===== config.mk =====
export PLATFORM = sky130hd
export DESIGN_NAME = scarv_cop_cprs_wb
export DESIGN_NICKNAME = d
export VERILOG_FILES = /design/src/rtl/scarv_cop_cprs_wb_pkg.sv /design/src/rtl/scarv_cop_cprs_wb_onehot16.sv /design/src/rtl/scarv_cop_cprs_wb.sv
export SDC_FILE = /design/constraint.sdc
export NUM_CORES = 1
export LEC_CHECK = 0
export BUFFER_PORTS_ARGS = -buffer_cell sky130_fd_sc_hd__buf_2
export CAP_MARGIN = 20
export CORE_ASPECT_RATIO = 0.6
export CORE_MARGIN = 8
export CORE_UTILIZATION = 30
export CTS_CLUSTER_SIZE = 8
export DETAILED_ROUTE_END_ITERATION = 12
export GPL_TIMING_DRIVEN = 0
export HOLD_SLACK_MARGIN = 0.05
export PLACE_DENSITY_LB_ADDON = 0.1
export SETUP_SLACK_MARGIN = 0.2
export SKIP_CTS_REPAIR_TIMING = 1
export SLEW_MARGIN = 20
export SYNTH_ARGS = -nofsm -noshare
export SYNTH_HDL_FRONTEND = slang
export SYNTH_SLANG_ARGS = --single-unit

===== constraint.sdc =====
create_clock -name g_clk -period 1.5 [get_ports g_clk]
set_input_delay 0.075 -clock g_clk [delete_from_list [all_inputs] [get_ports g_clk]]
set_output_delay 0.075 -clock g_clk [all_outputs]
set_load 0.1 [all_outputs]

===== src/rtl/scarv_cop_cprs_wb_pkg.sv =====
// Shared definitions for the COP register-file write-back slice:
// FSM encoding, CPRS geometry and register-pair address helpers.
package scarv_cop_cprs_wb_pkg;

  localparam int CPRS_REGS = 16;
  localparam int CPRS_AW   = 4;

  typedef enum logic [1:0] {
    ST_IDLE = 2'd0,
    ST_PAIR = 2'd1,
    ST_INIT = 2'd2
  } wb_state_t;

  // A register pair always occupies an even/odd register couple.
  function automatic logic [CPRS_AW-1:0] pair_lo_addr(input logic [CPRS_AW-1:0] addr);
    return addr & 4'hE;
  endfunction

  function automatic logic [CPRS_AW-1:0] pair_hi_addr(input logic [CPRS_AW-1:0] addr);
    return addr | 4'h1;
  endfunction

endpackage


===== src/rtl/scarv_cop_cprs_wb_onehot16.sv =====
// 4-to-16 one-hot decoder with enable; an all-zero output when disabled.
module scarv_cop_onehot16
  import scarv_cop_cprs_wb_pkg::*;
(
  input  logic                 en,
  input  logic [CPRS_AW-1:0]   sel,
  output logic [CPRS_REGS-1:0] dec
);

  // Decode the selected register into its pending bit.
  always_comb begin
    dec = {CPRS_REGS{1'b0}};
    if (en) begin
      dec[sel] = 1'b1;
    end else begin
      dec = {CPRS_REGS{1'b0}};
    end
  end

endmodule


===== src/rtl/scarv_cop_cprs_wb.sv =====
// CPRS write-back driver: stages functional-unit results onto the register
// file write port, splits register-pair results and sequences xc.init clears.
module scarv_cop_cprs_wb
  import scarv_cop_cprs_wb_pkg::*;
#(
  parameter int INIT_TMO = 31,
  parameter bit PAIR_EN  = 1'b1
) (
  input  logic                 g_clk,
  input  logic                 g_resetn,
  output logic                 g_clk_req,
  input  logic                 init_req,
  output logic                 init_ack,
  output logic                 init_err,
  input  logic                 wb_valid,
  output logic                 wb_ready,
  input  logic [CPRS_AW-1:0]   wb_addr,
  input  logic [3:0]           wb_wen,
  input  logic                 wb_pair,
  input  logic [31:0]          wb_wdata,
  input  logic [31:0]          wb_wdata_hi,
  output logic                 cprs_init,
  input  logic                 cprs_init_done,
  output logic [3:0]           crd_wen,
  output logic [CPRS_AW-1:0]   crd_addr,
  output logic [31:0]          crd_wdata,
  output logic [CPRS_REGS-1:0] pend_vec
);

  localparam logic [4:0] TMO_LIM = 5'(INIT_TMO);

  wb_state_t            state_r;
  wb_state_t            state_nxt_s;
  logic [3:0]           hi_wen_r;
  logic [CPRS_AW-1:0]   hi_addr_r;
  logic [31:0]          hi_data_r;
  logic [4:0]           tmo_cnt_r;
  logic [4:0]           tmo_nxt_s;
  logic                 tmo_hit_s;
  logic                 armed_r;
  logic                 accept_s;
  logic                 pair_s;
  logic [CPRS_REGS-1:0] pend_stage_s;
  logic [CPRS_REGS-1:0] pend_hold_s;

  assign accept_s  = wb_valid & wb_ready;
  assign pair_s    = PAIR_EN & wb_pair;
  assign tmo_nxt_s = tmo_cnt_r + 5'd1;
  assign tmo_hit_s = (tmo_nxt_s == TMO_LIM);

  // State register.
  always_ff @(posedge g_clk) begin
    if (!g_resetn) begin
      state_r <= ST_IDLE;
    end else begin
      state_r <= state_nxt_s;
    end
  end

  // Next-state logic; a staged write must drain before an init may start.
  always_comb begin
    state_nxt_s = state_r;
    case (state_r)
      ST_IDLE: begin
        if (init_req && armed_r && (crd_wen == 4'd0)) begin
          state_nxt_s = ST_INIT;
        end else if (accept_s && pair_s) begin
          state_nxt_s = ST_PAIR;
        end else begin
          state_nxt_s = ST_IDLE;
        end
      end
      ST_PAIR: state_nxt_s = ST_IDLE;
      ST_INIT: begin
        if (cprs_init_done || tmo_hit_s) begin
          state_nxt_s = ST_IDLE;
        end else begin
          state_nxt_s = ST_INIT;
        end
      end
      default: state_nxt_s = ST_IDLE;
    endcase
  end

  // State-decoded outputs.
  always_comb begin
    wb_ready  = 1'b0;
    cprs_init = 1'b0;
    if (state_r == ST_IDLE) begin
      wb_ready = !init_req;
    end else begin
      wb_ready = 1'b0;
    end
    if (state_r == ST_INIT) begin
      cprs_init = 1'b1;
    end else begin
      cprs_init = 1'b0;
    end
    g_clk_req = wb_valid | init_req | (|crd_wen) | cprs_init |
                (state_r != ST_IDLE) | init_ack;
  end

  // Write port staging and the held hi half of a pair.
  always_ff @(posedge g_clk) begin
    if (!g_resetn) begin
      crd_wen   <= 4'd0;
      crd_addr  <= {CPRS_AW{1'b0}};
      crd_wdata <= 32'd0;
      hi_wen_r  <= 4'd0;
      hi_addr_r <= {CPRS_AW{1'b0}};
      hi_data_r <= 32'd0;
    end else begin
      case (state_r)
        ST_IDLE: begin
          if (accept_s) begin
            crd_wen   <= wb_wen;
            crd_addr  <= pair_s ? pair_lo_addr(wb_addr) : wb_addr;
            crd_wdata <= wb_wdata;
            if (pair_s) begin
              hi_wen_r  <= wb_wen;
              hi_addr_r <= pair_hi_addr(wb_addr);
              hi_data_r <= wb_wdata_hi;
            end
          end else begin
            crd_wen <= 4'd0;
          end
        end
        ST_PAIR: begin
          crd_wen   <= hi_wen_r;
          crd_addr  <= hi_addr_r;
          crd_wdata <= hi_data_r;
        end
        default: crd_wen <= 4'd0;
      endcase
    end
  end

  // Init sequencing: timeout counter, ack/err pulses, re-arm on init_req low.
  always_ff @(posedge g_clk) begin
    if (!g_resetn) begin
      tmo_cnt_r <= 5'd0;
      init_ack  <= 1'b0;
      init_err  <= 1'b0;
      armed_r   <= 1'b1;
    end else begin
      tmo_cnt_r <= (state_r == ST_INIT) ? tmo_nxt_s : 5'd0;
      init_ack  <= (state_r == ST_INIT) && (cprs_init_done || tmo_hit_s);
      init_err  <= (state_r == ST_INIT) && !cprs_init_done && tmo_hit_s;
      if (state_r == ST_INIT) begin
        armed_r <= 1'b0;
      end else if (!init_req) begin
        armed_r <= 1'b1;
      end
    end
  end

  scarv_cop_onehot16 u_pend_stage (
    .en  (|crd_wen),
    .sel (crd_addr),
    .dec (pend_stage_s)
  );

  scarv_cop_onehot16 u_pend_hold (
    .en  (state_r == ST_PAIR),
    .sel (hi_addr_r),
    .dec (pend_hold_s)
  );

  assign pend_vec = pend_stage_s | pend_hold_s;

endmodule


==> out/results.ini <==
[outcome]
status=finished, violations left
violations=negative setup slack

[power]
switchingPower_uw=2520
power.share.switching_pct=34.8
power_density_nw_per_um2=970
power_leakage_uw=0.00284
combinationalPowerShare_pct=31.0
clkPwrFrac_pct=32.8
ir_drop_mv=0.642
p_seq_share_pct=36.3
p_int_uw=4720

[global_route]
gr-usage-all-layers_pct=16.4
grt_antenna_before_repair=0
grt_pass1_vias=4224
grt_pass1_wl_um=22400
grt_overflow=0
grt_start_max_net_pins=15

[worst_setup_path]
slowest_stage=or3_4
cp_top_family=simple AND/OR/NAND/NOR gates
r2r_cells=6
crit_path_max_incr_delay_ps=400
cp_data_arrival_time_ps=2000
critPathKind=flip-flop to output pin
cp-endpoint=pend_vec[0]
r2r-end=crd_addr[1]$_SDFFE_PN0P_
worst-path-buf-inv=2
crit_chain=or2b_1, buf_8, or3_4, o32ai_4, buf_12
critPathMaxFanout=6
crit_path_start_kind=flip-flop
required_ps=1420
startpoint=state_r[1]$_SDFF_PN0_
crit_cells=5
worstReg2RegStart=state_r[0]$_SDFF_PN0_
end_kind=output pin
rrSetupSlack_ps=-220

[floorplan]
fp.dieArea_um2=16900
die_w_um=163
core_um2=12700
fp-row-count=32
die_h_um=104
ios=139
start_util_pct=30.4

[synthesis]
netlist_instances=474
ys_async_sr_fraction_pct=0
synth_area_leaders=dfxtp_1 47%, o21ai_0 9.8%, nor3_1 9.2%
syn-cell-area_um2=3870
ys_ff_latch=90
synth_edf_count=0
seq_area_frac_synth_pct=46.5
yosysWarnings=0
avgSynthCellArea_um2=8.17
synthFlopType=dfxtp_1
yosysTopAreaCellShare_pct=46.5
ys_types=37
synth_fp_nets=554
synth.largest_area_cell=dfxtp_1

[detailed_routing]
antenna_left=0
dr.pass1.iters=4
totalWireLength_um=15900
vias_per_cell=5.06
drc_errors=0
vias=4552
wl_per_cell_um=17.7
drt_iter0_drc=194

[cells_and_area]
diodes=0
area_growth_pct=92.9
layoutNonFillerInstCount=899
layout.nets=804
final_util_pct=58.7
final_area_um2=7470
fillCellCount=1100
drive_gt1_share_pct=46.9

[min_path]
hp-start=wb_pair
hp-class=input port to flip-flop

[clocking]
clock_sinks=90
tritoncts=done
htree_levels=3
insertion_delay_ps=340
cts_buffers=9
clk_pin_slew_ps=70
clock-root-buffer=clkbuf_16
ctsLongestPathBuffers=2

[sta]
fin_crit_sh_pct=138
tns_ps=-20160
rsz0062_at_grt=yes
worstMarginPinSlew_ps=873
clock.fmax_mhz=483
finClkSkew_ps=7.10
maxSlewViolCount=0
relSlewSlack_pct=41.8
finalWorstSetupSlack_ps=-572
hold_violations=0
setup_viol=92
min_period_ps=2070

[run]
drv_cap=0

[place]
place_congestion=0.757
portBuffers=137
dp_cells=781
dpl-instance-area_um2=5220
pre_cts_slack_ps=-667
dp_hpwl_um=10600

synth_stat cells, types with 2 or more instances:
cell type,n
buf_6,3
nand2_1,3
o21ai_0,76
nor2_1,45
a21oi_1,3
dfxtp_1,90
o22ai_1,12
a21boi_1,6
xor2_1,2
nand2b_1,5
a21boi_0,33
o32ai_1,4
inv_1,3
nand3b_1,3
buf_1,2
ha_1,2
nor2b_1,4
or3_1,4
nor3_1,71
nor4_1,2
nand3_1,45
clkbuf_1,38
a22oi_1,4
routing by layer:
metal,routed length [um],global-route usage (%)
met1,7700,21.9
met2,7250,24.8
met3,859,5.65
met4,119,3.98
met5,0,0
sequential cells by signal, summed over array words and instances (netlist names):
signal,flops
state_r,2
hi_addr_r,4
init_ack,1
hi_wen_r,4
crd_addr,4
init_err,1
crd_wen,4
armed_r,1
crd_wdata,32
hi_data_r,32
tmo_cnt_r,5
logic make-up after synthesis:
kind of cell / count (synthesis) / synth area share [%]
compound gates: 142 / 22.3
xor+xnor: 3 / 0.678
fa+ha+maj: 2 / 0.646
buf+inv: 47 / 5.17
flops: 90 / 46.5
simple gates: 190 / 24.7
layout by cell type (no fill, tap or decap), types with 5 or more instances in the layout:
master	instances
buf_2	120
clkbuf_1	24
buf_6	9
nor2_1	10
o22ai_4	12
a21boi_1	38
o21ai_0	34
dfxtp_4	10
clkbuf_16	19
clkbuf_4	5
nor2_2	15
buf_12	18
nor3_1	64
buf_8	6
buf_4	18
o21ai_2	36
nor3_2	6
dlygate4sd3_1	73
dfxtp_1	78
nand3_1	41
nor2_4	20
power by group through the flow:
stage                     registers [uW]  clock network (uW)  logic (uW)
after floorplan                     3340                   0         650
after detailed placement            2670                   0        1710
final                               2630                2370        2240
after global placement              2670                   0        1700
after CTS                           2620                2410        1720
after global routing                2640                2520        2360
worst min-delay path by stage:
stage                                endpoint  slack [ps]  depth (start not counted)
CTS                       init_err$_SDFF_PN0_         -90                          2
floorplan                 init_err$_SDFF_PN0_         150                          1
detailed placement        init_err$_SDFF_PN0_         280                          2
global placement          init_err$_SDFF_PN0_         280                          2
global route        hi_addr_r[0]$_SDFFE_PN0P_         150                          3
finish              hi_addr_r[0]$_SDFFE_PN0P_         120                          3
area by class of cell:
| cell class | instances | area (um2) | share of cell area [%] |
|---|---|---|---|
| multi-input cells | 337 | 2720 | 36.3 |
| repair buffers | 239 | 2020 | 27.1 |
| flip-flops and latches | 90 | 1840 | 24.7 |
| plain buffers | 44 | 358 | 4.79 |
| clock buffers | 14 | 275 | 3.68 |
| well taps | 170 | 213 | 2.85 |
| clock inverters | 2 | 35.0 | 0.469 |
| inverters | 3 | 11.3 | 0.151 |
worst min-delay path, cell delays in order:
cell and delay [ps]:
clkbuf_1 140, a21oi_1 150, nor2b_1 50
through the flow:
stage          total power [uW]  hold slack [ps]
3_3_place_gp               4370              280
5_1_grt                    7520              153
2_1_floorplan              3990              151
6_report                   7250              124
4_1_cts                    6750            -89.5
3_5_place_dp               4380              275
Power figures use the tool's default switching activity.
